--- src/rtl/spline_pkg.sv ---
// rtl/spline_pkg.sv - shared sample widths, playback state encoding and sizing helper
package spline_pkg;

  localparam int SAMPLE_W        = 8;
  localparam int SAMPLES_PER_SEG = 10;

  typedef enum logic [1:0] {
    IDLE    = 2'd0,
    PACE    = 2'd1,
    PRESENT = 2'd2
  } playback_state_t;

  // Number of interpolated samples produced for n spline data points
  function automatic int total_samples(input int n);
    return SAMPLES_PER_SEG * (n - 1);
  endfunction

endpackage

--- src/rtl/spline_playback_if.sv ---
// rtl/spline_playback_if.sv - sample stream handshake between playback and actuator path
interface spline_playback_if;
  import spline_pkg::*;

  logic signed [SAMPLE_W-1:0] sample_out;
  logic                       sample_valid;
  logic                       sample_ready;
  logic [7:0]                 sample_index;

  modport master (
    output sample_out,
    output sample_valid,
    output sample_index,
    input  sample_ready
  );

  modport slave (
    input  sample_out,
    input  sample_valid,
    input  sample_index,
    output sample_ready
  );

endinterface

--- src/rtl/spline_playback_pace_counter.sv ---
// rtl/spline_playback_pace_counter.sv - loadable down-counter with zero flag for paced blocks
module pace_counter #(
  parameter int W = 3
) (
  input  logic         clock,
  input  logic         reset_n,
  input  logic         load,
  input  logic [W-1:0] load_value,
  input  logic         dec,
  output logic         zero
);

  logic [W-1:0] count;

  // Load takes priority; decrement stops at zero so an idle counter stays parked there
  always_ff @(posedge clock or negedge reset_n) begin
    if (!reset_n) begin
      count <= '0;
    end else if (load) begin
      count <= load_value;
    end else if (dec && (count != '0)) begin
      count <= count - W'(1);
    end
  end

  assign zero = (count == '0);

endmodule

--- src/rtl/spline_playback.sv ---
// rtl/spline_playback.sv - paced valid/ready playback of captured spline samples (option: SPLINE_PLAYBACK_LOOP_EN)
module spline_playback
  import spline_pkg::*;
#(
  parameter int N        = 2,
  parameter int TICK_DIV = 4
) (
  input  logic                                  clock,
  input  logic                                  reset_n,
  input  logic                                  load,
  input  logic                                  abort,
  input  logic [total_samples(N)*SAMPLE_W-1:0]  approximation,
  spline_playback_if.master                     stream,
  output logic                                  busy,
  output logic                                  done
);

  localparam int TOTAL = total_samples(N);
  localparam int IDX_W = (TOTAL > 1) ? $clog2(TOTAL) : 1;
  localparam int CNT_W = $clog2(TICK_DIV + 1);
  localparam logic [7:0]       LAST_IDX = 8'(TOTAL - 1);
  localparam logic [CNT_W-1:0] RELOAD   = CNT_W'(TICK_DIV - 1);

  if (TOTAL > 256) begin : g_total_check
    $error("spline_playback: TOTAL exceeds the 8-bit sample_index range");
  end
  if (TICK_DIV < 1 || TICK_DIV > 255) begin : g_tick_check
    $error("spline_playback: TICK_DIV must be within 1..255");
  end

  playback_state_t            state;
  logic signed [SAMPLE_W-1:0] buffer [TOTAL];
  logic [7:0]                 idx;
  logic signed [SAMPLE_W-1:0] out_q;
  logic                       valid_q;
  logic                       cnt_load;
  logic                       cnt_dec;
  logic                       cnt_zero;

  assign stream.sample_out   = out_q;
  assign stream.sample_valid = valid_q;
  assign stream.sample_index = idx;

  // Counter reloads on capture and on every accepted sample, and counts down only while pacing
  always_comb begin
    cnt_load = 1'b0;
    cnt_dec  = 1'b0;
    if (!abort) begin
      if (load) begin
        cnt_load = 1'b1;
      end else if (state == PRESENT && stream.sample_ready) begin
        cnt_load = 1'b1;
      end else if (state == PACE) begin
        cnt_dec = 1'b1;
      end
    end
  end

  pace_counter #(.W(CNT_W)) u_pace (
    .clock      (clock),
    .reset_n    (reset_n),
    .load       (cnt_load),
    .load_value (RELOAD),
    .dec        (cnt_dec),
    .zero       (cnt_zero)
  );

  // Playback FSM: abort beats load beats handshake/pacing; all outputs registered
  always_ff @(posedge clock or negedge reset_n) begin
    if (!reset_n) begin
      state   <= IDLE;
      idx     <= '0;
      out_q   <= '0;
      valid_q <= 1'b0;
      busy    <= 1'b0;
      done    <= 1'b0;
      for (int k = 0; k < TOTAL; k++) begin
        buffer[k] <= '0;
      end
    end else begin
      done <= 1'b0;
      if (abort) begin
        state   <= IDLE;
        valid_q <= 1'b0;
        busy    <= 1'b0;
      end else if (load) begin
        for (int k = 0; k < TOTAL; k++) begin
          buffer[k] <= approximation[k*SAMPLE_W +: SAMPLE_W];
        end
        idx     <= '0;
        state   <= PACE;
        valid_q <= 1'b0;
        busy    <= 1'b1;
      end else begin
        case (state)
          PACE: begin
            if (cnt_zero) begin
              state   <= PRESENT;
              out_q   <= buffer[idx[IDX_W-1:0]];
              valid_q <= 1'b1;
            end
          end
          PRESENT: begin
            if (stream.sample_ready) begin
              valid_q <= 1'b0;
              if (idx == LAST_IDX) begin
                done <= 1'b1;
`ifdef SPLINE_PLAYBACK_LOOP_EN
                idx   <= '0;
                state <= PACE;
`else
                state <= IDLE;
                busy  <= 1'b0;
`endif
              end else begin
                idx   <= idx + 8'd1;
                state <= PACE;
              end
            end
          end
          default: begin
            state <= IDLE;
          end
        endcase
      end
    end
  end

endmodule

--- src/flat_wrapper.sv ---
// flat-port wrapper written by rule: the top's interface ports become plain ports
module spline_playback_flat import spline_pkg::*;
#(
  parameter int N        = 2,
  parameter int TICK_DIV = 4
)
  (clock, reset_n, load, abort, approximation, busy, done, stream_sample_out, stream_sample_valid, stream_sample_index, stream_sample_ready);
  spline_playback_if stream_i ();
  input  logic clock;
  input  logic reset_n;
  input  logic load;
  input  logic abort;
  input  logic [total_samples(N)*SAMPLE_W-1:0] approximation;
  output logic busy;
  output logic done;
  output wire logic [$bits(stream_i.sample_out)-1:0] stream_sample_out;
  output wire logic [$bits(stream_i.sample_valid)-1:0] stream_sample_valid;
  output wire logic [$bits(stream_i.sample_index)-1:0] stream_sample_index;
  input wire logic [$bits(stream_i.sample_ready)-1:0] stream_sample_ready;
  assign stream_sample_out = stream_i.sample_out;
  assign stream_sample_valid = stream_i.sample_valid;
  assign stream_sample_index = stream_i.sample_index;
  assign stream_i.sample_ready = stream_sample_ready;
  spline_playback #(.N(N), .TICK_DIV(TICK_DIV)) u_core (.clock(clock), .reset_n(reset_n), .load(load), .abort(abort), .approximation(approximation), .stream(stream_i), .busy(busy), .done(done));
endmodule
--- config.mk ---
export PLATFORM = sky130hd
export DESIGN_NAME = spline_playback_flat
export DESIGN_NICKNAME = d
export VERILOG_FILES = /design/src/rtl/spline_pkg.sv /design/src/rtl/spline_playback_if.sv /design/src/rtl/spline_playback_pace_counter.sv /design/src/rtl/spline_playback.sv /design/src/flat_wrapper.sv
export SDC_FILE = /design/constraint.sdc
export NUM_CORES = 1
export LEC_CHECK = 0
export BUFFER_PORTS_ARGS = -buffer_cell sky130_fd_sc_hd__buf_4
export CAP_MARGIN = 40
export CORE_ASPECT_RATIO = 0.8
export CORE_MARGIN = 5
export CORE_UTILIZATION = 34
export DETAILED_ROUTE_END_ITERATION = 8
export PLACE_DENSITY = 0.57
export SLEW_MARGIN = 0
export SYNTH_ARGS = -nofsm -noshare
export SYNTH_HDL_FRONTEND = slang
export SYNTH_SLANG_ARGS = --single-unit
--- constraint.sdc ---
create_clock -name clock -period 4.5 [get_ports clock]
set_input_delay 0.45 -clock clock [delete_from_list [all_inputs] [get_ports clock]]
set_output_delay 0.45 -clock clock [all_outputs]
set_load 0.01 [all_outputs]
==> impl_metrics.json, run 1 <==
{
  "htreeDepth": 3,
  "antenna_found_initial": 0,
  "status": "completed",
  "cap_violations": 0,
  "wl_per_cell_um": 18.10,
  "p_leak_nw": 2.752,
  "p_clk_frac": 0.316,
  "crit_type": "register to register",
  "p_sw_w": 0.0006335,
  "post_cts_buffers": 0,
  "tns_ns": 0,
  "synth_cell_types": 46,
  "ios": 104,
  "cp.required_ns": 4.73,
  "insertedDiodeCount": 0,
  "critPathCaptureType": "register",
  "drc": 0,
  "port_buffers": 103,
  "synth_ff_type": "dfrtp_1",
  "slew_violations": 0,
  "fp.dieArea_um2": 16830,
  "synth_edf_count": 0,
  "switching_share": 0.2620,
  "setup_viol": 0,
  "area_growth_pct": 26.36,
  "hold_viol": 0,
  "ys_seq_elements": 104,
  "max_slew_margin": 0.6252,
  "cts.sinks": 104,
  "synth_fp_nets": 430,
  "layout_common_cells": "buf_4, dfrtp_1, mux2_2",
  "first_pass_iters": 4,
  "place_congestion": 0.7415,
  "min_path_type": "input port to async pin",
  "p_per_area_nw_per_um2": 392.9,
  "fp-row-count": 39,
  "clk_pin_slew_ns": 0.07,
  "dieHeight_um": 117.0,
  "worstReg2RegStart": "u_core.stream.sample_index[0]$_DFFE_PN0P_",
  "die_w_um": 143.8,
  "p_comb_frac": 0.204,
  "synth_top_area_cell": "dfrtp_1",
  "peakVddDrop_mv": 0.2244,
  "final_antenna_net_count": 0,
  "cts_buffers": 9,
  "syn-cell-area_um2": 4870,
  "clk_latency_ns": 0.34,
  "grt_pass1_wl_mm": 17.89,
  "fin_crit_sh": 0.5201,
  "tightest_slew_ns": 0.5622,
  "avgSynthCellArea_um2": 14.36,
  "syn_inst": 339,
  "cp-startpoint": "u_core.stream.sample_index[0]$_DFFE_PN0P_",
  "tritoncts": "yes",
  "ys_warn_count": 0,
  "async_reset_ff_frac": 1.000,
  "cts-root-buf": "clkbuf_16",
  "dr_total_vias": 3139,
  "nNetsFinal": 533,
  "mostFrequentLayoutCell": "buf_4",
  "wl_mm": 11.41,
  "path_max_fanout": 18,
  "power.internal_w": 0.001784,
  "finClkSkew_ns": 0.008976,
  "grt-ovfl-total": 0,
  "dp_hpwl_mm": 8.432,
  "crit_arrival_ns": 2.57,
  "period_minus_slack_ns": 2.341,
  "crit_path_start_kind": "register",
  "cts_hold_buf": 0,
  "fp.coreArea_um2": 14150,
  "rsz0062_at_grt": "no",
  "first_global_vias": 3255,
  "grt_max_degree": 67,
  "dpl_cell_area_um2": 5867,
  "ys_seq_area_frac": 0.5344,
  "fin_area_um2": 6153,
  "grt_usage": 0.1396,
  "cts_resized": 0,
  "cts_buffer_depth": 2,
  "vias_per_cell": 4.983,
  "layout-drive-gt1-share": 0.4955,
  "fillerInstances": 1346,
  "max_freq_mhz": 427.3,
  "synthTopCellsByArea": "dfrtp_1, mux2_2, mux4_1, mux2i_1, ha_1",
  "drt-initial-drc-count": 170,
  "start_util": 0.3441,
  "seq_power_share": 0.480,
  "synth_top_area_frac": 0.5344
}
[kinds of logic after synthesis]
group,after synthesis,share of synthesized area
flops,104,0.5344
compound gates,40,0.05756
xor+xnor,2,0.003598
fa+ha+maj,6,0.01542
mux,113,0.3060
simple gates,49,0.05422
buf+inv,25,0.02877
[worst max-delay path, stage by stage, from the launching register on]
cell	delay (ns)
dfrtp_1	0.70
buf_4	0.40
mux4_1	0.61
mux2i_1	0.23
o211ai_1	0.13
o21a_1	0.14
[stage by stage]
step | util | hold slack [ns] | setup slack [ns] | power, W | instances
floorplan | - | 0.1544 | 2.810 | 0.001465 | 339
global placement | 0.4098 | 0.4789 | 2.054 | 0.001658 | 611
detailed placement | 0.4146 | 0.4824 | 2.136 | 0.001684 | 615
CTS | 0.4348 | 0.1100 | 2.104 | 0.002466 | 630
global route | 0.4348 | 0.1274 | 1.921 | 0.002549 | 630
finish | 0.4348 | 0.1042 | 2.159 | 0.002418 | 630
[flip-flops by register name (all words and copies together), names as in the netlist]
name                        flops
u_core.buffer                  80
u_core.busy                     1
u_core.done                     1
u_core.state                    2
u_core.stream.sample_index      8
u_core.stream.sample_out        8
u_core.stream.sample_valid      1
u_core.u_pace.count             3
[final cells by class]
cell class              count  area [um^2]  share of cell area
clock buffers               9        225.2             0.03660
clock inverters             6        61.31            0.009963
inverters                   7        26.28            0.004270
multi-input cells         210         2132              0.3465
flip-flops and latches    104         2603              0.4229
well taps                 184        230.2             0.03741
repair buffers            110        875.8              0.1423
[synth_stat cells (2+ instances only)]
library cell,number
dfrtp_1,104
nor2b_1,2
o21a_1,10
nor4_1,4
ha_1,6
buf_4,2
mux4_2,3
nand2_1,19
o211ai_1,10
nor2_1,6
o21ai_0,7
nand4_1,2
inv_1,6
nor3b_1,2
a21oi_1,4
mux4_1,13
mux2_2,88
mux2i_1,9
nand3_1,4
buf_2,12
[power by group through the flow]
stage / combinational (W) / sequential [W] / clock, W
floorplan: 0.000320 / 0.00114 / 0
global placement: 0.000476 / 0.00118 / 0
detailed placement: 0.000505 / 0.00118 / 0
CTS: 0.000506 / 0.00116 / 0.000799
global route: 0.000543 / 0.00118 / 0.000827
finish: 0.000493 / 0.00116 / 0.000763
[metal layers]
| layer | global-route usage | share of wire | wire (um) |
|---|---|---|---|
| met5 | 0 | 0 | 0 |
| met2 | 0.2087 | 0.44 | 5013 |
| met4 | 0.03576 | 0.0080 | 91 |
| met1 | 0.1996 | 0.49 | 5581 |
| met3 | 0.04224 | 0.063 | 718 |
[path summary, 6_finish.rpt]
kind / cells after the start / to / slack (ns)
hold / removal: 2 / u_core.stream.sample_out[5]$_DFFE_PN0P_ / 0.10
hold reg to reg: 1 / u_core.stream.sample_valid$_DFFE_PN0P_ / 0.49
setup reg to reg: 5 / u_core.stream.sample_out[1]$_DFFE_PN0P_ / 2.16
max in group asynchronous: 3 / u_core.buffer[31]$_DFFE_PN0P_ / 3.56
setup / recovery: 5 / u_core.stream.sample_out[1]$_DFFE_PN0P_ / 2.16
min in group clock: 2 / u_core.buffer[35]$_DFFE_PN0P_ / 0.34
No activity file was read; power rests on OpenSTA's default activity.
==> run 2, diff against run 1 <==
- ABC_AREA: default -> 1
- clock period: 4.5 -> 2.3 ns (I/O delays scaled with it)
==> run 2 against run 1 <==
Routed wire length grew 20%. First-iteration DRC count grew 68%. Die area grew 3.7%. Power grew 100%. Clock skew shrank 0.0036 ns. Setup slack lost 1.6 ns. Cell count grew 47%. Largest power group unchanged.
==> impl_metrics.json, run 2 <==
{
  "fp-row-count": 39,
  "fin_crit_sh": 0.7604,
  "mostFrequentLayoutCell": "nand2_1",
  "critPathCaptureType": "register",
  "worstReg2RegStart": "u_core.stream.sample_index[2]$_DFFE_PN0P_",
  "dr_total_vias": 4421,
  "grt_pass1_wl_mm": 22.63,
  "wl_mm": 13.66,
  "largest_reg_flops": 80,
  "crit_arrival_ns": 1.97,
  "cts.sinks": 104,
  "cp_top_family": "flip-flops",
  "cp-startpoint": "u_core.stream.sample_index[2]$_DFFE_PN0P_",
  "gr-usage-met1": 0.2261,
  "critPathCapture": "u_core.stream.sample_index[0]$_DFFE_PN0P_",
  "post_cts_buffers": 0,
  "crit_cells": 7,
  "path_max_fanout": 16,
  "ys_warn_count": 0,
  "synth_ff_type": "dfrtp_1",
  "first_global_vias": 4506,
  "path_buf_inv": 1,
  "max_slew_margin": 0.6233,
  "setup_viol": 0,
  "finClkSkew_ns": 0.005337,
  "port_buffers": 103,
  "ys_seq_elements": 104,
  "tritoncts": "yes",
  "vias_per_cell": 4.759,
  "layout_setup_ws_ns": 0.5511,
  "hold_path_startpoint": "abort",
  "gr-max-usage-layer": "met2",
  "dp_hpwl_mm": 10.36,
  "rsz0062_at_grt": "no",
  "synth_top_area_frac": 0.5136,
  "fp.dieArea_um2": 17460,
  "crit_path_start_kind": "register",
  "die_w_um": 146.5,
  "largest_register": "u_core.buffer",
  "crit_chain": "inv_2 -> nand3_1 -> nor2_2 -> nand2_2 -> nand3_2 -> nand2_1 -> o21ai_1",
  "dp_slack_ns": 0.5460,
  "cp.required_ns": 2.52,
  "nNetsFinal": 832,
  "reg2reg_to": "u_core.stream.sample_index[0]$_DFFE_PN0P_",
  "synth_most_common_cell": "nand2_1",
  "area_growth_pct": 25.26,
  "cts_buffer_depth": 2,
  "start_util": 0.3508,
  "clk_latency_ns": 0.34,
  "avgSynthCellArea_um2": 7.844,
  "dieHeight_um": 119.2,
  "cts_hold_buf": 1,
  "tns_ns": 0,
  "cap_violations": 0,
  "antenna_found_initial": 0,
  "reg2regPathDepth": 7,
  "insertedDiodeCount": 0,
  "met2_usage": 0.2414,
  "slew_violations": 0,
  "ff2ff_setup_slack_ns": 0.55,
  "synth_cell_types": 27,
  "synth_top_area_cell": "dfrtp_1",
  "status": "completed",
  "slowest_delay_ns": 0.70,
  "dpl_cell_area_um2": 6016,
  "place_congestion": 0.8311,
  "grt_usage": 0.1597,
  "crit_type": "register to register",
  "synth_edf_count": 0,
  "layout_common_cells": "nand2_1, buf_4, dfrtp_1",
  "synth_common_cells": "nand2_1, dfrtp_1, inv_1",
  "drt-initial-drc-count": 285,
  "synthTopCellsByArea": "dfrtp_1, nand2_1, a21oi_1, nand3_1, inv_1",
  "min_path_type": "input port to register",
  "syn-cell-area_um2": 5067,
  "ios": 104,
  "drc": 0,
  "max_freq_mhz": 571.8,
  "final_antenna_net_count": 0,
  "critPathSlowestCell": "dfrtp_1",
  "layout-drive-gt1-share": 0.1987,
  "htreeDepth": 3,
  "tightest_slew_ns": 0.5651,
  "grt-ovfl-total": 0,
  "grtUsageMet3": 0.04632,
  "cts_buffers": 9,
  "period_minus_slack_ns": 1.749,
  "hold_viol": 0,
  "synth_fp_nets": 737,
  "fin_area_um2": 6347,
  "grt_max_degree": 49,
  "first_pass_iters": 5,
  "async_reset_ff_frac": 1.000,
  "cts_resized": 0,
  "peakVddDrop_mv": 0.3630,
  "wl_per_cell_um": 14.70,
  "ys_seq_area_frac": 0.5136,
  "fillerInstances": 1460,
  "cts-root-buf": "clkbuf_16",
  "syn_inst": 646,
  "fp.coreArea_um2": 14440,
  "clk_pin_slew_ns": 0.06,
  "p_leak_nw": 3.336,
  "p_per_area_nw_per_um2": 776.3
}
-- run 2: changes by cell type in the layout (fill, tap and decap cells not counted), moves of 66 or more --
| cell | previous run | this run |
|---|---|---|
| inv_1 | 6 | 90 |
| nand2_1 | 19 | 123 |
| mux2_2 | 88 | 0 |
| nand3_1 | 4 | 70 |
| nor2_1 | 6 | 88 |
| a21oi_1 | 4 | 80 |
-- run 2: worst register-to-register path: stages (launching register included) --
cell and delay (ns):
dfrtp_1 0.70, inv_2 0.20, nand3_1 0.14, nor2_2 0.06
nand2_2 0.07, nand3_2 0.25, nand2_1 0.15, o21ai_1 0.07
-- run 2: how the worst min path moves through the flow --
stage                                    endpoint  depth (start not counted)  slack [ns]
floorplan            u_core.buffer[0]$_DFFE_PN0P_                          0       -0.07
global placement    u_core.buffer[72]$_DFFE_PN0P_                          1        0.26
detailed placement  u_core.buffer[72]$_DFFE_PN0P_                          1        0.26
CTS                         u_core.done$_DFF_PN0_                          2        0.08
global route                u_core.done$_DFF_PN0_                          2        0.08
finish                      u_core.done$_DFF_PN0_                          2        0.09
-- run 2: kinds of logic after synthesis --
| group | after synthesis | share of synthesized area |
|---|---|---|
| muxes | 9 | 0.02000 |
| DFF | 104 | 0.5136 |
| AOI/OAI and AO/OA | 102 | 0.1017 |
| buffers and inverters | 131 | 0.1057 |
| and+or+nand+nor | 294 | 0.2442 |
| adders and majority gates | 6 | 0.01481 |
-- run 2: power by group --
part | total (W) | leakage (nW) | switching [W] | internal [W]
logic | 0.00110 | 1.98 | 0.000654 | 0.000445
registers | 0.00218 | 1.19 | 0.000125 | 0.00206
clock network | 0.00164 | 0.159 | 0.000638 | 0.00101
-- run 2: final cells by class --
cell class / instances / area [um^2] / share of cell area
Timing Repair Buffer: 116 / 885.9 / 0.1396
Tap cell: 184 / 230.2 / 0.03627
Multi-Input combinational cell: 411 / 1934 / 0.3048
Sequential cell: 104 / 2604 / 0.4102
Clock buffer: 12 / 256.5 / 0.04041
Clock inverter: 3 / 65.06 / 0.01025
Inverter: 99 / 371.6 / 0.05855
-- run 2: per-layer routing --
metal	routed length (um)	share of wire	vias to the layer above
met5	0	0	-
met4	114	0.0083	0
met3	777	0.057	10
met2	6045	0.44	102
met1	6718	0.49	2104
li1	-	-	2205
-- run 2: through the flow --
stage	util	cells	power (W)	hold WS, ns
floorplan	-	646	0.002855	-0.06559
global placement	0.4165	913	0.003300	0.2624
detailed placement	0.4165	913	0.003327	0.2635
CTS	0.4394	929	0.004988	0.07817
global route	0.4394	929	0.005233	0.07755
finish	0.4394	929	0.004927	0.09186
==> run 3, diff against run 2 <==
- clock period: 2.3 -> 1.7 ns (I/O delays scaled with it)
==> run 3 against run 2 <==
Register-to-register slack worse by 0.36 ns. Utilization up 0.44 points. Hold slack worse by 0.072 ns. Cell count grew 0.54%. Clock skew up 0.0018 ns. Via count down 2.5%.
==> impl_metrics.json, run 3 (synthesis gave the netlist of run 2 again) <==
{
  "status": "completed",
  "slowest_delay_ns": 0.46,
  "final_antenna_net_count": 0,
  "cts_buffer_depth": 2,
  "min_path_type": "input port to register",
  "clk_pin_slew_ns": 0.06,
  "first_pass_iters": 4,
  "dr_total_vias": 4311,
  "path_max_fanout": 16,
  "fp.dieArea_um2": 17460,
  "grt-ovfl-total": 0,
  "setup_viol": 0,
  "rsz0062_at_grt": "no",
  "antenna_found_initial": 0,
  "layout_common_cells": "nand2_1, buf_4, dfrtp_1",
  "fin_crit_sh": 0.8870,
  "crit_chain": "inv_2 -> nand3_1 -> nor2_2 -> nand2_2 -> nand3_2 -> nand2_1 -> o21ai_1",
  "drt-initial-drc-count": 271,
  "slew_violations": 0,
  "cp_top_family": "simple AND/OR/NAND/NOR gates",
  "finClkSkew_ns": 0.007117,
  "port_buffers": 103,
  "peakVddDrop_mv": 0.6604,
  "power.internal_w": 0.004717,
  "dieHeight_um": 119.2,
  "cts.sinks": 104,
  "period_minus_slack_ns": 1.508,
  "max_freq_mhz": 663.2,
  "critPathSlowestCell": "dfrtp_1",
  "dp_hpwl_mm": 10.20,
  "tightest_slew_ns": 0.6376,
  "largest_reg_flops": 80,
  "tritoncts": "yes",
  "insertedDiodeCount": 0,
  "critPathCaptureType": "register",
  "cts-root-buf": "clkbuf_16",
  "holdWs_ns": 0.02027,
  "crit_arrival_ns": 1.77,
  "p_leak_nw": 3.369,
  "first_global_vias": 4412,
  "cts_buffers": 9,
  "post_cts_buffers": 0,
  "cp.required_ns": 1.96,
  "fp.coreArea_um2": 14440,
  "drc": 0,
  "wl_per_cell_um": 14.41,
  "grt_max_degree": 54,
  "p_clk_frac": 0.328,
  "layout-drive-gt1-share": 0.2040,
  "cts_resized": 0,
  "cap_violations": 0,
  "p_sw_w": 0.001986,
  "path_buf_inv": 1,
  "htreeDepth": 3,
  "hold_viol": 0,
  "tns_ns": 0,
  "p_per_area_nw_per_um2": 1046,
  "p_comb_frac": 0.236,
  "crit_type": "register to register",
  "wl_mm": 13.46,
  "largest_register": "u_core.buffer",
  "die_w_um": 146.5,
  "seq_power_share": 0.436,
  "ios": 104,
  "fp-row-count": 39,
  "vias_per_cell": 4.616,
  "start_util": 0.3508,
  "crit_path_start_kind": "register",
  "area_growth_pct": 26.52,
  "max_slew_margin": 0.5745,
  "grt_pass1_wl_mm": 22.11,
  "clk_latency_ns": 0.35,
  "nNetsFinal": 837,
  "place_congestion": 0.8015,
  "mostFrequentLayoutCell": "nand2_1",
  "grt_usage": 0.1564,
  "switching_share": 0.2963
}
run 3: power by group through the flow:
stage / Clock, W / Sequential [W] / Combinational [W]
after floorplan: 0 / 0.00296 / 0.000904
after global placement: 0 / 0.00296 / 0.00157
after detailed placement: 0 / 0.00297 / 0.00160
after CTS: 0.00226 / 0.00292 / 0.00160
after global routing: 0.00235 / 0.00295 / 0.00179
final: 0.00220 / 0.00292 / 0.00158
run 3: path summary, 6_finish.rpt:
check                      cells after the start                                        end                                       from  slack, ns
max reg2reg                                    7  u_core.stream.sample_index[3]$_DFFE_PN0P_  u_core.stream.sample_index[2]$_DFFE_PN0P_       0.19
max                                            7  u_core.stream.sample_index[3]$_DFFE_PN0P_  u_core.stream.sample_index[2]$_DFFE_PN0P_       0.19
max in group asynchronous                      3  u_core.stream.sample_index[6]$_DFFE_PN0P_                                    reset_n       0.80
min in group asynchronous                      2              u_core.buffer[79]$_DFFE_PN0P_                                    reset_n       0.30
min reg2reg                                    1               u_core.buffer[2]$_DFFE_PN0P_               u_core.buffer[2]$_DFFE_PN0P_       0.50
min                                            2                      u_core.done$_DFF_PN0_                                      abort       0.02
run 3: layout make-up:
| type | count | area, um^2 |
|---|---|---|
| Timing Repair Buffer | 121 | 960.9 |
| Clock inverter | 5 | 81.33 |
| Inverter | 99 | 371.6 |
| Sequential cell | 104 | 2604 |
| Fill cell | 1476 | 8033 |
| Tap cell | 184 | 230.2 |
| Clock buffer | 10 | 229.0 |
| Multi-Input combinational cell | 411 | 1934 |
run 3: repair_timing:
item | 4_1_cts | 5_1_grt
endpoints found under the hold margin | 23 | 0
hold buffers | 1 | 0
setup endpoints to repair | 0 | 0
run 3: routing by layer:
layer / wire length [um] / global-route usage
met5: 0 / 0
met4: 121 / 0.03173
met3: 763 / 0.04214
met2: 6003 / 0.2402
met1: 6570 / 0.2239
run 3: stage by stage:
step           std cells    util  total power (W)  area (um^2)  setup WS (ns)
6_report             934  0.4439         0.006703         6411         0.1921
3_3_place_gp         918  0.4217         0.004530         6091         0.2858
3_5_place_dp         918  0.4217         0.004570         6091         0.2146
5_1_grt              934  0.4439         0.007092         6411        0.05624
2_1_floorplan        646       -         0.003863         5067        0.05072
4_1_cts              934  0.4439         0.006787         6411         0.1926
run 3: worst reg2reg max path: stages (launching register included):
cell and delay (ns):
dfrtp_1 0.46, inv_2 0.20, nand3_1 0.12, nor2_2 0.15, nand2_2 0.07, nand3_2 0.24, nand2_1 0.09, o21ai_1 0.09
